<file path="src/rtl/vram_arb_pkg.sv">
// Shared types and constants for the VRAM arbiter: FSM state encoding,
// requester identifiers and default bus widths.
package vram_arb_pkg;

    localparam int VRAM_AW       = 13;
    localparam int VRAM_DW       = 8;
    localparam int VRAM_MAX_WAIT = 4;

    typedef enum logic [1:0] {
        IDLE   = 2'd0,
        ACCESS = 2'd1,
        ACK    = 2'd2
    } state_t;

    localparam logic [1:0] REQ_PPU = 2'd0;
    localparam logic [1:0] REQ_DMA = 2'd1;
    localparam logic [1:0] REQ_CPU = 2'd2;

endpackage

</file>
<file path="src/rtl/vram_arbiter_if.sv">
// Requester-side and memory-side signals of the VRAM arbiter.
// The arbiter uses the slave modport; the core/memory side uses master.
interface vram_arbiter_if #(
    parameter int AW = 13,
    parameter int DW = 8
);
    logic          ppu_req,   dma_req,   cpu_req;
    logic          ppu_we,    dma_we,    cpu_we;
    logic [AW-1:0] ppu_addr,  dma_addr,  cpu_addr;
    logic [DW-1:0] ppu_wdata, dma_wdata, cpu_wdata;
    logic          ppu_ack,   dma_ack,   cpu_ack;
    logic [DW-1:0] ppu_rdata, dma_rdata, cpu_rdata;
    logic [1:0]    ppu_mode;
    logic [AW-1:0] mem_addr;
    logic [DW-1:0] mem_wdata;
    logic          mem_wr_cs;
    logic          mem_rd_cs;
    logic [DW-1:0] mem_rdata;
    logic          cpu_promoted;

    modport slave (
        input  ppu_req, dma_req, cpu_req, ppu_we, dma_we, cpu_we,
        input  ppu_addr, dma_addr, cpu_addr, ppu_wdata, dma_wdata, cpu_wdata,
        input  ppu_mode, mem_rdata,
        output ppu_ack, dma_ack, cpu_ack, ppu_rdata, dma_rdata, cpu_rdata,
        output mem_addr, mem_wdata, mem_wr_cs, mem_rd_cs, cpu_promoted
    );

    modport master (
        output ppu_req, dma_req, cpu_req, ppu_we, dma_we, cpu_we,
        output ppu_addr, dma_addr, cpu_addr, ppu_wdata, dma_wdata, cpu_wdata,
        output ppu_mode, mem_rdata,
        input  ppu_ack, dma_ack, cpu_ack, ppu_rdata, dma_rdata, cpu_rdata,
        input  mem_addr, mem_wdata, mem_wr_cs, mem_rd_cs, cpu_promoted
    );
endinterface

</file>
<file path="src/rtl/vram_arb_prio.sv">
// Combinational priority picker: PPU > DMA > CPU, unless the CPU has been
// promoted by the starvation guard, in which case a pending CPU wins.
module vram_arb_prio
    import vram_arb_pkg::*;
(
    input  logic       ppu_req_i,
    input  logic       dma_req_i,
    input  logic       cpu_req_i,
    input  logic       promote_i,
    output logic       valid_o,
    output logic [1:0] winner_o
);

    // Pick the highest-priority pending requester.
    always_comb begin
        valid_o  = ppu_req_i | dma_req_i | cpu_req_i;
        winner_o = REQ_PPU;
        if (promote_i && cpu_req_i) begin
            winner_o = REQ_CPU;
        end else if (ppu_req_i) begin
            winner_o = REQ_PPU;
        end else if (dma_req_i) begin
            winner_o = REQ_DMA;
        end else if (cpu_req_i) begin
            winner_o = REQ_CPU;
        end
    end

endmodule

</file>
<file path="src/rtl/vram_arbiter.sv">
// Three-way arbiter for the single-port VRAM (PPU, OAM DMA, CPU).
// Each access takes IDLE -> ACCESS -> ACK; the strobe is asserted during
// ACCESS and the winner's ack pulses during ACK with its read data held.
// Optional build macro VRAM_LOCKOUT_EN: CPU accesses granted while the PPU is
// in mode 3 never reach memory (reads return all-ones, writes are dropped).
module vram_arbiter
    import vram_arb_pkg::*;
#(
    parameter int AW       = VRAM_AW,
    parameter int DW       = VRAM_DW,
    parameter int MAX_WAIT = VRAM_MAX_WAIT
) (
    input  logic           clock,
    input  logic           reset_n,
    vram_arbiter_if.slave  bus
);

    localparam logic [3:0] MAX_CNT = 4'(MAX_WAIT);

    state_t        state_q, state_d;
    logic [1:0]    win_q, win_d;
    logic          we_q, we_d;
    logic          lock_q, lock_d;
    logic [AW-1:0] addr_q, addr_d;
    logic [DW-1:0] wdata_q, wdata_d;
    logic          wr_cs_q, wr_cs_d;
    logic          rd_cs_q, rd_cs_d;
    logic [2:0]    ack_q, ack_d;
    logic [DW-1:0] rdata_q [3];
    logic [DW-1:0] rdata_d [3];
    logic [3:0]    starv_q, starv_d;

    logic          grant_valid;
    logic [1:0]    grant_id;
    logic          sel_we;
    logic [AW-1:0] sel_addr;
    logic [DW-1:0] sel_wdata;
    logic          sel_lock;

    vram_arb_prio u_prio (
        .ppu_req_i (bus.ppu_req),
        .dma_req_i (bus.dma_req),
        .cpu_req_i (bus.cpu_req),
        .promote_i (starv_q == MAX_CNT),
        .valid_o   (grant_valid),
        .winner_o  (grant_id)
    );

    // Route the winner's access fields; losers' data is never looked at.
    always_comb begin
        sel_we    = bus.cpu_we;
        sel_addr  = bus.cpu_addr;
        sel_wdata = bus.cpu_wdata;
        if (grant_id == REQ_PPU) begin
            sel_we    = bus.ppu_we;
            sel_addr  = bus.ppu_addr;
            sel_wdata = bus.ppu_wdata;
        end else if (grant_id == REQ_DMA) begin
            sel_we    = bus.dma_we;
            sel_addr  = bus.dma_addr;
            sel_wdata = bus.dma_wdata;
        end
    end

`ifdef VRAM_LOCKOUT_EN
    assign sel_lock = (grant_id == REQ_CPU) && (bus.ppu_mode == 2'b11);
`else
    logic unused_mode;
    assign unused_mode = ^bus.ppu_mode;
    assign sel_lock    = 1'b0;
`endif

    // Next-state and datapath decisions for the IDLE/ACCESS/ACK sequence.
    always_comb begin
        state_d = state_q;
        win_d   = win_q;
        we_d    = we_q;
        lock_d  = lock_q;
        addr_d  = addr_q;
        wdata_d = wdata_q;
        wr_cs_d = 1'b0;
        rd_cs_d = 1'b0;
        ack_d   = 3'b000;
        rdata_d = rdata_q;
        starv_d = starv_q;
        case (state_q)
            IDLE: begin
                if (grant_valid) begin
                    state_d = ACCESS;
                    win_d   = grant_id;
                    we_d    = sel_we;
                    lock_d  = sel_lock;
                    addr_d  = sel_addr;
                    wdata_d = sel_wdata;
                    wr_cs_d = sel_we & ~sel_lock;
                    rd_cs_d = ~sel_we & ~sel_lock;
                    if (grant_id == REQ_CPU) begin
                        starv_d = 4'd0;
                    end else if (bus.cpu_req && (starv_q != MAX_CNT)) begin
                        starv_d = starv_q + 4'd1;
                    end
                end
            end
            ACCESS: begin
                state_d       = ACK;
                ack_d[win_q]  = 1'b1;
                if (!we_q) begin
                    rdata_d[win_q] = lock_q ? {DW{1'b1}} : bus.mem_rdata;
                end
            end
            ACK: begin
                state_d = IDLE;
            end
            default: begin
                state_d = IDLE;
            end
        endcase
    end

    // State and datapath registers; reset aborts any access in flight.
    always_ff @(posedge clock or negedge reset_n) begin
        if (!reset_n) begin
            state_q <= IDLE;
            win_q   <= REQ_PPU;
            we_q    <= 1'b0;
            lock_q  <= 1'b0;
            addr_q  <= '0;
            wdata_q <= '0;
            wr_cs_q <= 1'b0;
            rd_cs_q <= 1'b0;
            ack_q   <= 3'b000;
            rdata_q <= '{default: '0};
            starv_q <= 4'd0;
        end else begin
            state_q <= state_d;
            win_q   <= win_d;
            we_q    <= we_d;
            lock_q  <= lock_d;
            addr_q  <= addr_d;
            wdata_q <= wdata_d;
            wr_cs_q <= wr_cs_d;
            rd_cs_q <= rd_cs_d;
            ack_q   <= ack_d;
            rdata_q <= rdata_d;
            starv_q <= starv_d;
        end
    end

    assign bus.ppu_ack      = ack_q[REQ_PPU];
    assign bus.dma_ack      = ack_q[REQ_DMA];
    assign bus.cpu_ack      = ack_q[REQ_CPU];
    assign bus.ppu_rdata    = rdata_q[REQ_PPU];
    assign bus.dma_rdata    = rdata_q[REQ_DMA];
    assign bus.cpu_rdata    = rdata_q[REQ_CPU];
    assign bus.mem_addr     = addr_q;
    assign bus.mem_wdata    = wdata_q;
    assign bus.mem_wr_cs    = wr_cs_q;
    assign bus.mem_rd_cs    = rd_cs_q;
    assign bus.cpu_promoted = (starv_q == MAX_CNT);

endmodule

</file>
<file path="src/flat_wrapper.sv">
// flat-port wrapper written by rule: the top's interface ports become plain ports
module vram_arbiter_flat import vram_arb_pkg::*;
#(
    parameter int AW       = VRAM_AW,
    parameter int DW       = VRAM_DW,
    parameter int MAX_WAIT = VRAM_MAX_WAIT
)
  (clock, reset_n, bus_ppu_req, bus_dma_req, bus_cpu_req, bus_ppu_we, bus_dma_we, bus_cpu_we, bus_ppu_addr, bus_dma_addr, bus_cpu_addr, bus_ppu_wdata, bus_dma_wdata, bus_cpu_wdata, bus_ppu_mode, bus_mem_rdata, bus_ppu_ack, bus_dma_ack, bus_cpu_ack, bus_ppu_rdata, bus_dma_rdata, bus_cpu_rdata, bus_mem_addr, bus_mem_wdata, bus_mem_wr_cs, bus_mem_rd_cs, bus_cpu_promoted);
  vram_arbiter_if #(.AW(AW), .DW(DW)) bus_i ();
  input  logic clock;
  input  logic reset_n;
  input wire logic [$bits(bus_i.ppu_req)-1:0] bus_ppu_req;
  input wire logic [$bits(bus_i.dma_req)-1:0] bus_dma_req;
  input wire logic [$bits(bus_i.cpu_req)-1:0] bus_cpu_req;
  input wire logic [$bits(bus_i.ppu_we)-1:0] bus_ppu_we;
  input wire logic [$bits(bus_i.dma_we)-1:0] bus_dma_we;
  input wire logic [$bits(bus_i.cpu_we)-1:0] bus_cpu_we;
  input wire logic [$bits(bus_i.ppu_addr)-1:0] bus_ppu_addr;
  input wire logic [$bits(bus_i.dma_addr)-1:0] bus_dma_addr;
  input wire logic [$bits(bus_i.cpu_addr)-1:0] bus_cpu_addr;
  input wire logic [$bits(bus_i.ppu_wdata)-1:0] bus_ppu_wdata;
  input wire logic [$bits(bus_i.dma_wdata)-1:0] bus_dma_wdata;
  input wire logic [$bits(bus_i.cpu_wdata)-1:0] bus_cpu_wdata;
  input wire logic [$bits(bus_i.ppu_mode)-1:0] bus_ppu_mode;
  input wire logic [$bits(bus_i.mem_rdata)-1:0] bus_mem_rdata;
  output wire logic [$bits(bus_i.ppu_ack)-1:0] bus_ppu_ack;
  output wire logic [$bits(bus_i.dma_ack)-1:0] bus_dma_ack;
  output wire logic [$bits(bus_i.cpu_ack)-1:0] bus_cpu_ack;
  output wire logic [$bits(bus_i.ppu_rdata)-1:0] bus_ppu_rdata;
  output wire logic [$bits(bus_i.dma_rdata)-1:0] bus_dma_rdata;
  output wire logic [$bits(bus_i.cpu_rdata)-1:0] bus_cpu_rdata;
  output wire logic [$bits(bus_i.mem_addr)-1:0] bus_mem_addr;
  output wire logic [$bits(bus_i.mem_wdata)-1:0] bus_mem_wdata;
  output wire logic [$bits(bus_i.mem_wr_cs)-1:0] bus_mem_wr_cs;
  output wire logic [$bits(bus_i.mem_rd_cs)-1:0] bus_mem_rd_cs;
  output wire logic [$bits(bus_i.cpu_promoted)-1:0] bus_cpu_promoted;
  assign bus_i.ppu_req = bus_ppu_req;
  assign bus_i.dma_req = bus_dma_req;
  assign bus_i.cpu_req = bus_cpu_req;
  assign bus_i.ppu_we = bus_ppu_we;
  assign bus_i.dma_we = bus_dma_we;
  assign bus_i.cpu_we = bus_cpu_we;
  assign bus_i.ppu_addr = bus_ppu_addr;
  assign bus_i.dma_addr = bus_dma_addr;
  assign bus_i.cpu_addr = bus_cpu_addr;
  assign bus_i.ppu_wdata = bus_ppu_wdata;
  assign bus_i.dma_wdata = bus_dma_wdata;
  assign bus_i.cpu_wdata = bus_cpu_wdata;
  assign bus_i.ppu_mode = bus_ppu_mode;
  assign bus_i.mem_rdata = bus_mem_rdata;
  assign bus_ppu_ack = bus_i.ppu_ack;
  assign bus_dma_ack = bus_i.dma_ack;
  assign bus_cpu_ack = bus_i.cpu_ack;
  assign bus_ppu_rdata = bus_i.ppu_rdata;
  assign bus_dma_rdata = bus_i.dma_rdata;
  assign bus_cpu_rdata = bus_i.cpu_rdata;
  assign bus_mem_addr = bus_i.mem_addr;
  assign bus_mem_wdata = bus_i.mem_wdata;
  assign bus_mem_wr_cs = bus_i.mem_wr_cs;
  assign bus_mem_rd_cs = bus_i.mem_rd_cs;
  assign bus_cpu_promoted = bus_i.cpu_promoted;
  vram_arbiter #(.AW(AW), .DW(DW), .MAX_WAIT(MAX_WAIT)) u_core (.clock(clock), .reset_n(reset_n), .bus(bus_i));
endmodule
</file>
<file path="config.mk">
export PLATFORM = sky130hd
export DESIGN_NAME = vram_arbiter_flat
export DESIGN_NICKNAME = d
export VERILOG_FILES = /design/src/rtl/vram_arb_pkg.sv /design/src/rtl/vram_arbiter_if.sv /design/src/rtl/vram_arb_prio.sv /design/src/rtl/vram_arbiter.sv /design/src/flat_wrapper.sv
export SDC_FILE = /design/constraint.sdc
export NUM_CORES = 1
export LEC_CHECK = 0
export CELL_PAD_IN_SITES_DETAIL_PLACEMENT = 1
export CELL_PAD_IN_SITES_GLOBAL_PLACEMENT = 2
export CORE_ASPECT_RATIO = 1.75
export CORE_MARGIN = 2
export CORE_UTILIZATION = 24
export CTS_CLUSTER_DIAMETER = 200
export DETAILED_ROUTE_END_ITERATION = 7
export MAX_ROUTING_LAYER = met4
export PLACE_DENSITY_LB_ADDON = 0.1
export SYNTH_ARGS = -nofsm -noshare
export SYNTH_HDL_FRONTEND = slang
export SYNTH_SLANG_ARGS = --single-unit
</file>
<file path="constraint.sdc">
create_clock -name clock -period 2.2 [get_ports clock]
set_input_delay 0.33 -clock clock [delete_from_list [all_inputs] [get_ports clock]]
set_output_delay 0.33 -clock clock [all_outputs]
set_load 0.01 [all_outputs]
</file>
==> out/results.ini, run 1 <==
[clock_tree]
cts_max_level = 3
cts_tree = yes
cts_buffer_depth = 2
cts_root_buf = clkbuf_16
cts.sinks = 59
cts_buffers = 9
insertion_delay_ps = 330
clkTransAtPathRegs_ps = 50

[setup_path]
required_ps = 2410
cp-start-kind = flop
r2r_cells = 4
slowest_delay_ps = 450
path_cells = nand2b_4 -> nor3b_2 -> and2_1 -> mux2_2
endpoint_kind = flop
critPathCapture = u_core.bus.dma_rdata[0]
crit_slowest_cell = and2_1
rrSetupSlack_ps = 400
crit_family = simple AND/OR/NAND/NOR gates
r2r-end = u_core.bus.dma_rdata[0]
cp-startpoint = u_core.state_q[1]
worst-path-buf-inv = 0
r2r_start = u_core.state_q[1]
cp_max_fo = 8
cp.depth = 4
critPathKind = reg -> reg
cp_data_arrival_time_ps = 2010

[power]
power_switching_w = 0.00178
seq_power_share = 0.335
switching_share = 0.313
power_density_nw_per_um2 = 1240
power.share.clock = 0.244
combPwrFrac = 0.421
ir_worst_vdd_mv = 0.701
power.internal_w = 0.00390
leakage_nw = 1.95

[global_routing]
grt_usage = 0.151
antenna_found_initial = 0
grt_pass1_vias = 2621
grt_first_pass_wirelength_um = 14000
overflow = 0
grt_max_degree = 46

[synthesis]
syn-num-nets = 335
yosys.area_share.simple = 0.150
yosysWarnings = 0
yosys-top-cells-area = dfrtp_1, mux2_2, a2bb2oi_1, nor2_1, o31ai_1
synthDistinctLibCells = 33
yosys_register_bits = 59
synth_top_family_by_area = compound AO/OA/AOI/OAI gates
avgSynthCellArea_um2 = 11.0
synth-xor-area-share = 0
netlist_area_um2 = 2770
synth_compound_area_frac = 0.159
syn_inst = 252
synth_top_area_frac = 0.533
synth_top_cell_by_area = dfrtp_1
muxShareOfSynthArea = 0.105
synth_fa_ha_area_frac = 0.00903
ys_seq_area_frac = 0.533

[detailed_routing]
routed_wl_um = 8920
first_iter_violations = 41
drt_pre_antenna_iters = 4
via_per_inst = 4.66
drtAntennaViolNets = 0
wl_per_cell_um = 16.9
drc = 0
vias = 2453

[placed_design]
io_buffers = 129
finalWeightedCongestion = 0.711
dp_worst_setup_slack_ps = 131
dp_hpwl_um = 6570

[flow_run]
cap_viol_max_count = 0

[floorplanning]
num_rows = 51
fp.dieH_um = 146
num_io_pins = 132
dieArea_um2 = 12500
start_util = 0.248
fp.dieW_um = 85.2
core_area_um2 = 11200

[sta]
tightest_slew_ps = 655
skew_ps = 5.93
timing.final.crit_share = 0.820
rsz0062_at_grt = no
setup_ws_ps = 396
hold_viol_final = 0
slew_viol_final = 0
relSlewSlack = 0.560
fmax_ghz = 0.554
finalCriticalPeriod_ps = 1800
setup_tns_ps = 0
setup_viol_count_final = 0

[finish]
drive_gt1_frac = 0.157
antenna_cells = 0
fin_util = 0.411
nets = 472
syn_to_final_growth_pct = 65.7
n_fill_cell = 1232

[min_path]
holdCritPathClass = reg -> reg
hold_depth = 2

[status]
outcome = complete, no violations

==> state kept, by name (all words and copies together) (netlist names) <==
register,count
u_core.ack_q,3
u_core.bus.cpu_rdata,8
u_core.bus.dma_rdata,8
u_core.bus.mem_addr,13
u_core.bus.mem_rd_cs,1
u_core.bus.mem_wdata,8
u_core.bus.mem_wr_cs,1
u_core.bus.ppu_rdata,8
u_core.starv_q,4
u_core.state_q,2
u_core.we_q,1
u_core.win_q,2
==> per-layer routing <==
layer	wire [um]	up-vias	part of all wire	track usage
met2	4830	94	0.54	0.265
met3	441	10	0.049	0.0243
met4	156	0	0.017	0.0619
met5	0	-	0	-
met1	3480	1185	0.39	0.167
li1	-	1164	-	-
==> placed cells by master (no fill, tap or decap), types with 6 or more instances in the layout <==
| cell type | netlist | final |
|---|---|---|
| a2bb2oi_1 | 21 | 21 |
| buf_4 | 6 | 7 |
| clkbuf_16 | 0 | 9 |
| clkdlybuf4s50_1 | 0 | 127 |
| dfrtp_1 | 59 | 59 |
| inv_1 | 6 | 6 |
| mux2_2 | 25 | 25 |
| nand2_1 | 25 | 25 |
| nor2_1 | 45 | 45 |
| o31ai_1 | 22 | 21 |
==> Yosys cell counts <==
master     number
a2bb2oi_1      21
a22oi_2         1
nor2_1         45
a222oi_1        1
inv_1           6
buf_6           1
buf_2           7
a22o_1          3
a21oi_1         1
nor3_1          3
mux2_2         25
nand2b_4        1
nand2_1        25
nor2b_1         2
nor3b_2         2
nand4b_1        1
mux2i_1         1
nand3b_1        1
ha_1            2
nor4_4          1
buf_4           6
inv_2           1
and2_1          3
nand2b_2        1
o21ai_0         4
o31ai_2         1
or3b_2          1
nand3_1         1
o22ai_1         1
dfrtp_1        59
and2_0          1
o31ai_1        22
clkbuf_1        1
==> final cells by class <==
| type | instances | area [um^2] | area share |
|---|---|---|---|
| timing repair buffer | 141 | 1430 | 0.312 |
| clock inverter | 5 | 52.6 | 0.0115 |
| sequential | 59 | 1480 | 0.322 |
| multi-input combinational | 171 | 1190 | 0.260 |
| clock buffer | 11 | 243 | 0.0529 |
| tap | 132 | 165 | 0.0360 |
| inverter | 7 | 26.3 | 0.00573 |
==> stage by stage <==
step | cell area [um^2] | hold slack [ps] | std cells | total power [W]
2_1_floorplan | 2770 | 34.4 | 252 | 0.00301
3_3_place_gp | 4270 | 337 | 508 | 0.00432
3_5_place_dp | 4270 | 346 | 508 | 0.00438
4_1_cts | 4580 | 477 | 525 | 0.00580
5_1_grt | 4590 | 498 | 526 | 0.00604
6_report | 4590 | 471 | 526 | 0.00567
==> worst min-delay path by stage <==
stage / startpoint / to
finish: u_core.bus.mem_wdata[0] / u_core.bus.mem_wdata[0]
global route: u_core.bus.mem_wdata[1] / u_core.bus.mem_wdata[1]
CTS: u_core.bus.mem_wdata[0] / u_core.bus.mem_wdata[0]
detailed placement: reset_n / u_core.bus.dma_rdata[7]
global placement: reset_n / u_core.bus.dma_rdata[7]
floorplan: reset_n / u_core.ack_q[0]
==> worst min-delay path, cell delays in order, from the launching register on <==
cell and delay, ps:
dfrtp_1 330, nand2_1 50, o31ai_1 50
==> what timing repair did <==
action / 4_1_cts / 5_1_grt
hold buffers: 1 / 0
endpoints found under the setup margin: 0 / 1
buffers inserted: 0 / 1
hold endpoints to repair: 14 / 0
resized for setup: 0 / 1
==> cells by family after synthesis <==
group           after synthesis
simple gates                 88
flops                        59
compound gates               55
mux                          26
buf+inv                      22
fa+ha+maj                     2
==> power groups by stage <==
| stage | sequential, W | clock (W) | combinational, W |
|---|---|---|---|
| floorplan | 0.00209 | 0 | 0.000924 |
| global placement | 0.00190 | 0 | 0.00242 |
| detailed placement | 0.00193 | 0 | 0.00245 |
| CTS | 0.00192 | 0.00143 | 0.00245 |
| global route | 0.00199 | 0.00146 | 0.00260 |
| finish | 0.00190 | 0.00138 | 0.00239 |
(Power assumes the default switching activity.)
==> run 2: changes to the inputs <==
--- a/config.mk
+++ b/config.mk
@@ -9,7 +9,7 @@
 export CELL_PAD_IN_SITES_GLOBAL_PLACEMENT = 2
 export CORE_ASPECT_RATIO = 1.75
 export CORE_MARGIN = 2
-export CORE_UTILIZATION = 24
+export CORE_UTILIZATION = 22
 export CTS_CLUSTER_DIAMETER = 200
 export DETAILED_ROUTE_END_ITERATION = 7
 export MAX_ROUTING_LAYER = met4
==> constraint.sdc (replaced) <==
create_clock -name clock -period 1.5 [get_ports clock]
set_input_delay 0.225 -clock clock [delete_from_list [all_inputs] [get_ports clock]]
set_output_delay 0.225 -clock clock [all_outputs]
set_load 0.01 [all_outputs]
==> run 2 against run 1 <==
Net effect:
- the flow now finishes with violations (setup timing)
- wire length rose by 8.6%
- via count rose by 4.8%
- critical path depth rose by 5
- first-iteration DRC count fell by 15%
- utilization rose by 0.26 points
- final cell count rose by 12%
- die area rose by 8.7%
- largest cell class is now non-clock buffers
- design area rose by 11%
- worst hold slack got worse by 34 ps
==> out/results.ini, run 2 (synthesis gave the netlist of run 1 again) <==
[status]
outcome = finished with violations
failed_checks = setup timing

[clock_tree]
cts_buffer_depth = 2
cts_tree = yes
cts_buffers = 9
cts_root_buf = clkbuf_16
clkTransAtPathRegs_ps = 50
insertion_delay_ps = 330
cts_max_level = 3
cts.sinks = 59

[detailed_routing]
via_per_inst = 4.37
wl_met2_um = 5320
drc = 0
drtAntennaViolNets = 0
routed_wl_um = 9680
wl_per_cell_um = 16.5
drt_pre_antenna_iters = 4
wl_met1_um = 3680
dr_wl_met3_um = 522
top_layer = met4
vias = 2571
first_iter_violations = 35

[sta]
rsz0062_at_grt = yes
hold_viol_final = 0
finalCriticalPeriod_ps = 1730
fmax_ghz = 0.579
relSlewSlack = 0.773
slew_viol_final = 0
setup_ws_ps = -228
timing.final.crit_share = 1.15
skew_ps = 7.35
tightest_slew_ps = 341
setup_viol_count_final = 42

[power]
power.internal_w = 0.00650
power_switching_w = 0.00279
seq_power_share = 0.301
switching_share = 0.301
combPwrFrac = 0.461
ir_worst_vdd_mv = 0.496
power.share.clock = 0.238
leakage_nw = 2.24
power_density_nw_per_um2 = 1820

[setup_path]
slowest_delay_ps = 390
r2r_cells = 9
cpMostUsedCell = buf_6
cp-start-kind = flop
r2r_start = u_core.starv_q[0]
cp_max_fo = 6
crit_slowest_cell = dfrtp_1
critPathKind = reg -> reg
required_ps = 1720
r2r-end = u_core.bus.mem_addr[12]
cp_data_arrival_time_ps = 1950
path_cells = inv_2 -> ha_4 -> nand3b_1 -> buf_6 -> a22oi_2 -> buf_6 -> buf_12 -> nor2_1 -> o31ai_1
endpoint_kind = flop
rrSetupSlack_ps = -230

[global_routing]
grt_max_degree = 60
grt_pass1_vias = 2751
overflow = 0
antenna_found_initial = 0
grt_usage = 0.149
grt_first_pass_wirelength_um = 14600

[min_path]
holdCritPathClass = in -> async

[finish]
drive_gt1_frac = 0.245
fin_util = 0.414
fin_area_um2 = 5110
largest_register_ffs = 13
syn_to_final_growth_pct = 84.6
antenna_cells = 0
n_fill_cell = 1385
mostFrequentLayoutCells = clkdlybuf4s50_1, dfrtp_1, nor2_1
nets = 500
final_common_cell = clkdlybuf4s50_1

[floorplanning]
dieArea_um2 = 13500
fp.dieH_um = 152
num_io_pins = 132
fp.dieW_um = 88.8
core_area_um2 = 12400
start_util = 0.224
num_rows = 54

[flow_run]
cap_viol_max_count = 0

[placed_design]
io_buffers = 129
place_area_um2 = 4520
dp_hpwl_um = 6790
finalWeightedCongestion = 0.730

==> run 2: cell types whose count changed in the layout (fill, tap and decap cells not counted), moves of 4 or more <==
cell / previous run / this run
mux2_2: 25 / 1
mux2_4: 0 / 24
buf_4: 7 / 27
clkdlybuf4s50_1: 127 / 122
buf_6: 0 / 4
dlymetal6s2s_1: 1 / 5
nor2_1: 45 / 41
==> run 2: worst max-delay path by stage <==
stage | startpoint | to | cells after the start
final | u_core.starv_q[0] | u_core.bus.mem_addr[12] | 9
after global routing | u_core.starv_q[0] | u_core.bus.mem_addr[7] | 9
after CTS | u_core.starv_q[0] | u_core.bus.mem_addr[8] | 9
after detailed placement | bus_cpu_req | u_core.we_q | 5
after global placement | bus_cpu_req | u_core.we_q | 5
after floorplan | u_core.starv_q[0] | u_core.we_q | 6
==> run 2: cell type report <==
cell class	count	area [um^2]	share of cell area
Clock buffer	12	256	0.0502
Clock inverter	2	60.1	0.0117
Inverter	7	26.3	0.00514
Multi-Input combinational cell	171	1340	0.263
Sequential cell	59	1480	0.289
Tap cell	168	210	0.0411
Timing Repair Buffer	169	1740	0.340
==> run 2: repair_timing <==
item / CTS / global route
endpoints found under the hold margin: 59 / 0
setup endpoints to repair: 54 / 60
gates cloned: 1 / 1
setup buffers: 8 / 4
hold buffers: 1 / 0
gates resized for setup: 32 / 26
pin swaps: 8 / 9
==> run 2: per-stage QoR <==
step	hold slack, ps	setup TNS, ps	std cells	setup WS [ps]	power (W)
after floorplan	-70.6	0	252	0.988	0.00442
final	436	-4890	588	-228	0.00929
after detailed placement	265	-10360	562	-391	0.00675
after global routing	464	-9480	588	-345	0.00990
after CTS	452	-4370	584	-220	0.00928
after global placement	265	-8720	562	-291	0.00665
==> run 2: worst max-delay path, delay by kind of cell (launching register included) <==
family / cells / cell delay [ps]
and+or+nand+nor: 2 / 160
adders and majority gates: 1 / 140
DFF: 1 / 390
AOI/OAI and AO/OA: 2 / 380
buffers and inverters: 4 / 540
==> run 2: power by group through the flow <==
stage / logic [W] / clock network, W / registers (W)
6_report: 0.00429 / 0.00221 / 0.00280
2_1_floorplan: 0.00135 / 0 / 0.00307
3_5_place_dp: 0.00394 / 0 / 0.00281
4_1_cts: 0.00417 / 0.00229 / 0.00281
5_1_grt: 0.00466 / 0.00233 / 0.00291
3_3_place_gp: 0.00387 / 0 / 0.00278
==> run 2: routing by layer <==
metal	vias to the layer above	GRT usage
met1	1239	0.155
li1	1226	-
met3	9	0.0341
met2	97	0.266
met5	-	-
met4	0	0.0512
==> run 3: changes to the inputs <==
--- a/config.mk
+++ b/config.mk
@@ -5,11 +5,13 @@
 export SDC_FILE = /design/constraint.sdc
 export NUM_CORES = 1
 export LEC_CHECK = 0
+export ABC_AREA = 1
 export CELL_PAD_IN_SITES_DETAIL_PLACEMENT = 1
 export CELL_PAD_IN_SITES_GLOBAL_PLACEMENT = 2
 export CORE_ASPECT_RATIO = 1.75
 export CORE_MARGIN = 2
-export CORE_UTILIZATION = 22
+export CORE_UTILIZATION = 21
+export CTS_BUF_LIST = sky130_fd_sc_hd__clkbuf_2
 export CTS_CLUSTER_DIAMETER = 200
 export DETAILED_ROUTE_END_ITERATION = 7
 export MAX_ROUTING_LAYER = met4
==> run 3 against run 2 <==
Net effect:
- the flow still finishes with violations (setup timing)
- design area grew 5.5%
- utilization fell by 3.8 points
- worst hold slack worse by 210 ps
- sequential cell count unchanged
- global-route usage increased by 0.58 points
- non-clock buffer count up 18
- synthesized area up 11%
==> out/results.ini, run 3 <==
[status]
outcome = finished with violations
failed_checks = setup timing

[finish]
mostFrequentLayoutCells = inv_1, clkdlybuf4s50_1, nand2_1
largest_register_ffs = 13
fin_util = 0.375
nets = 666
final_common_cell = inv_1
fin_area_um2 = 5400
drive_gt1_frac = 0.241
syn_to_final_growth_pct = 75.2

[synthesis]
syn-num-nets = 491
synthDistinctLibCells = 22
synth-main-ff-cell = dfrtp_1
synthArstFlopShare = 1.00
avgSynthCellArea_um2 = 7.55
netlist_area_um2 = 3080
ys_seq_area_frac = 0.479
yosys_register_bits = 59
yosys-top-cells-count = inv_1, nand2_1, dfrtp_1
synth_top_cell_by_area = dfrtp_1
yosysMostFrequentCell = inv_1
syn_inst = 408
yosys-top-cells-area = dfrtp_1, inv_1, nand2_1, nand3_1, nand4_1
synth_top_area_frac = 0.479
synth-edff-count = 0
yosysWarnings = 0

[sta]
hold_viol_final = 0
slew_viol_final = 0
finalCriticalPeriod_ps = 1720
timing.final.crit_share = 1.15
skew_ps = 23.5
setup_ws_ps = -221
fmax_ghz = 0.581
tightest_slew_ps = 341
hold_ws_ps = 230
setup_viol_count_final = 25
rsz0062_at_grt = yes
relSlewSlack = 0.772
setup_tns_ps = -3770

[clock_tree]
cts_buffer_depth = 2
cts_root_buf = clkbuf_2
cts_tree = yes
insertion_delay_ps = 500
cts.sinks = 59
cts_buffers = 9
cts_max_level = 3
clkTransAtPathRegs_ps = 200

[floorplanning]
start_util = 0.214
fp.dieW_um = 95.5
dieArea_um2 = 15700
num_io_pins = 132
fp.dieH_um = 164
num_rows = 58
core_area_um2 = 14400

[setup_path]
cp_max_fo = 7
endpoint_kind = flop
slowest_delay_ps = 430
cp-start-kind = flop
path_cells = inv_2 -> ha_4 -> buf_4 -> nand4_1 -> buf_6 -> buf_6 -> clkbuf_16 -> nand3_2 -> nand3_1 -> a21oi_1
required_ps = 1920
cp_data_arrival_time_ps = 2150
cpMostUsedCell = buf_6
critPathKind = reg -> reg
rrSetupSlack_ps = -220
crit_slowest_cell = dfrtp_1

[global_routing]
grt_first_pass_wirelength_um = 17900
antenna_found_initial = 1
grt_max_degree = 60
grt_usage = 0.155
overflow = 0
grt_pass1_vias = 3488

[power]
leakage_nw = 2.70
p_total_w = 0.00836
power_density_nw_per_um2 = 1550
ir_worst_vdd_mv = 0.418

[min_path]
holdCritPathClass = in -> async

[detailed_routing]
drc = 0
drt_pre_antenna_iters = 4
vias = 3337
routed_wl_um = 11600
via_per_inst = 4.34
first_iter_violations = 60
drtAntennaViolNets = 0
wl_per_cell_um = 15.1

[placed_design]
dp_hpwl_um = 8290
place_area_um2 = 4740
finalWeightedCongestion = 0.763
io_buffers = 129

[flow_run]
cap_viol_max_count = 0

## run 3: logic make-up (layout without fill, tap and decap cells)
kind of cell / Yosys count / count (layout) / share of synthesized area
AO/OA/AOI/OAI: 53 / 53 / 0.0874
XOR/XNOR: 1 / 1 / 0.00284
adder cells (fa/ha/maj): 2 / 2 / 0.00813
buffers and inverters: 108 / 288 / 0.143
flip-flops: 59 / 59 / 0.479
other: 0 / 1 / 0
AND/OR/NAND/NOR: 185 / 185 / 0.279
## run 3: stage by stage
step / setup WS, ps / std cells
finish: -221 / 769
global route: -316 / 769
CTS: -285 / 752
detailed placement: -265 / 721
global placement: -258 / 721
floorplan: 103 / 408
## run 3: area by class of cell
cell class / count / area [um^2]
sequential: 59 / 1480
timing repair buffer: 187 / 1830
fill: 1721 / 8970
clock inverter: 7 / 68.8
multi-input combinational: 241 / 1420
antenna: 1 / 2.50
tap: 180 / 225
clock buffer: 9 / 45.0
inverter: 85 / 319
## run 3: worst max-delay path, delay by kind of cell (launching register included)
kind	cells	cell delay, ps
buf+inv	5	650
flops	1	430
simple gates	3	250
fa+ha+maj	1	150
compound gates	1	140
## run 3: worst paths after layout
| kind | startpoint | end | cells past startpoint |
|---|---|---|---|
| hold reg to reg | u_core.state_q[1] | u_core.state_q[1] | 1 |
| setup / recovery | u_core.starv_q[0] | u_core.bus.mem_addr[10] | 10 |
| setup reg to reg | u_core.starv_q[0] | u_core.bus.mem_addr[10] | 10 |
| max in group asynchronous | reset_n | u_core.bus.cpu_rdata[5] | 3 |
| min in group clock | bus_mem_rdata[7] | u_core.bus.dma_rdata[7] | 3 |
| hold / removal | reset_n | u_core.ack_q[0] | 3 |
## run 3: timing repair
| action | in CTS | in global routing |
|---|---|---|
| hold endpoints to repair | 59 | 0 |
| pin swaps | 21 | 21 |
| gates cloned | 4 | 1 |
| buffers inserted | 10 | 16 |
| hold buffers | 1 | 0 |
| resized for setup | 117 | 62 |
| endpoints found under the setup margin | 77 | 62 |
## run 3: metal layers
metal | wire length [um] | global-route usage | up-vias
li1 | - | - | 1639
met1 | 4470 | 0.168 | 1597
met2 | 6500 | 0.279 | 94
met3 | 525 | 0.0326 | 7
met4 | 103 | 0.0409 | 0
met5 | 0 | - | -
## run 3: power by group
group	switching, W	internal [W]	total [W]
registers	0.000464	0.00234	0.00281
clock network	0.000639	0.000379	0.00102
logic	0.00223	0.00231	0.00454
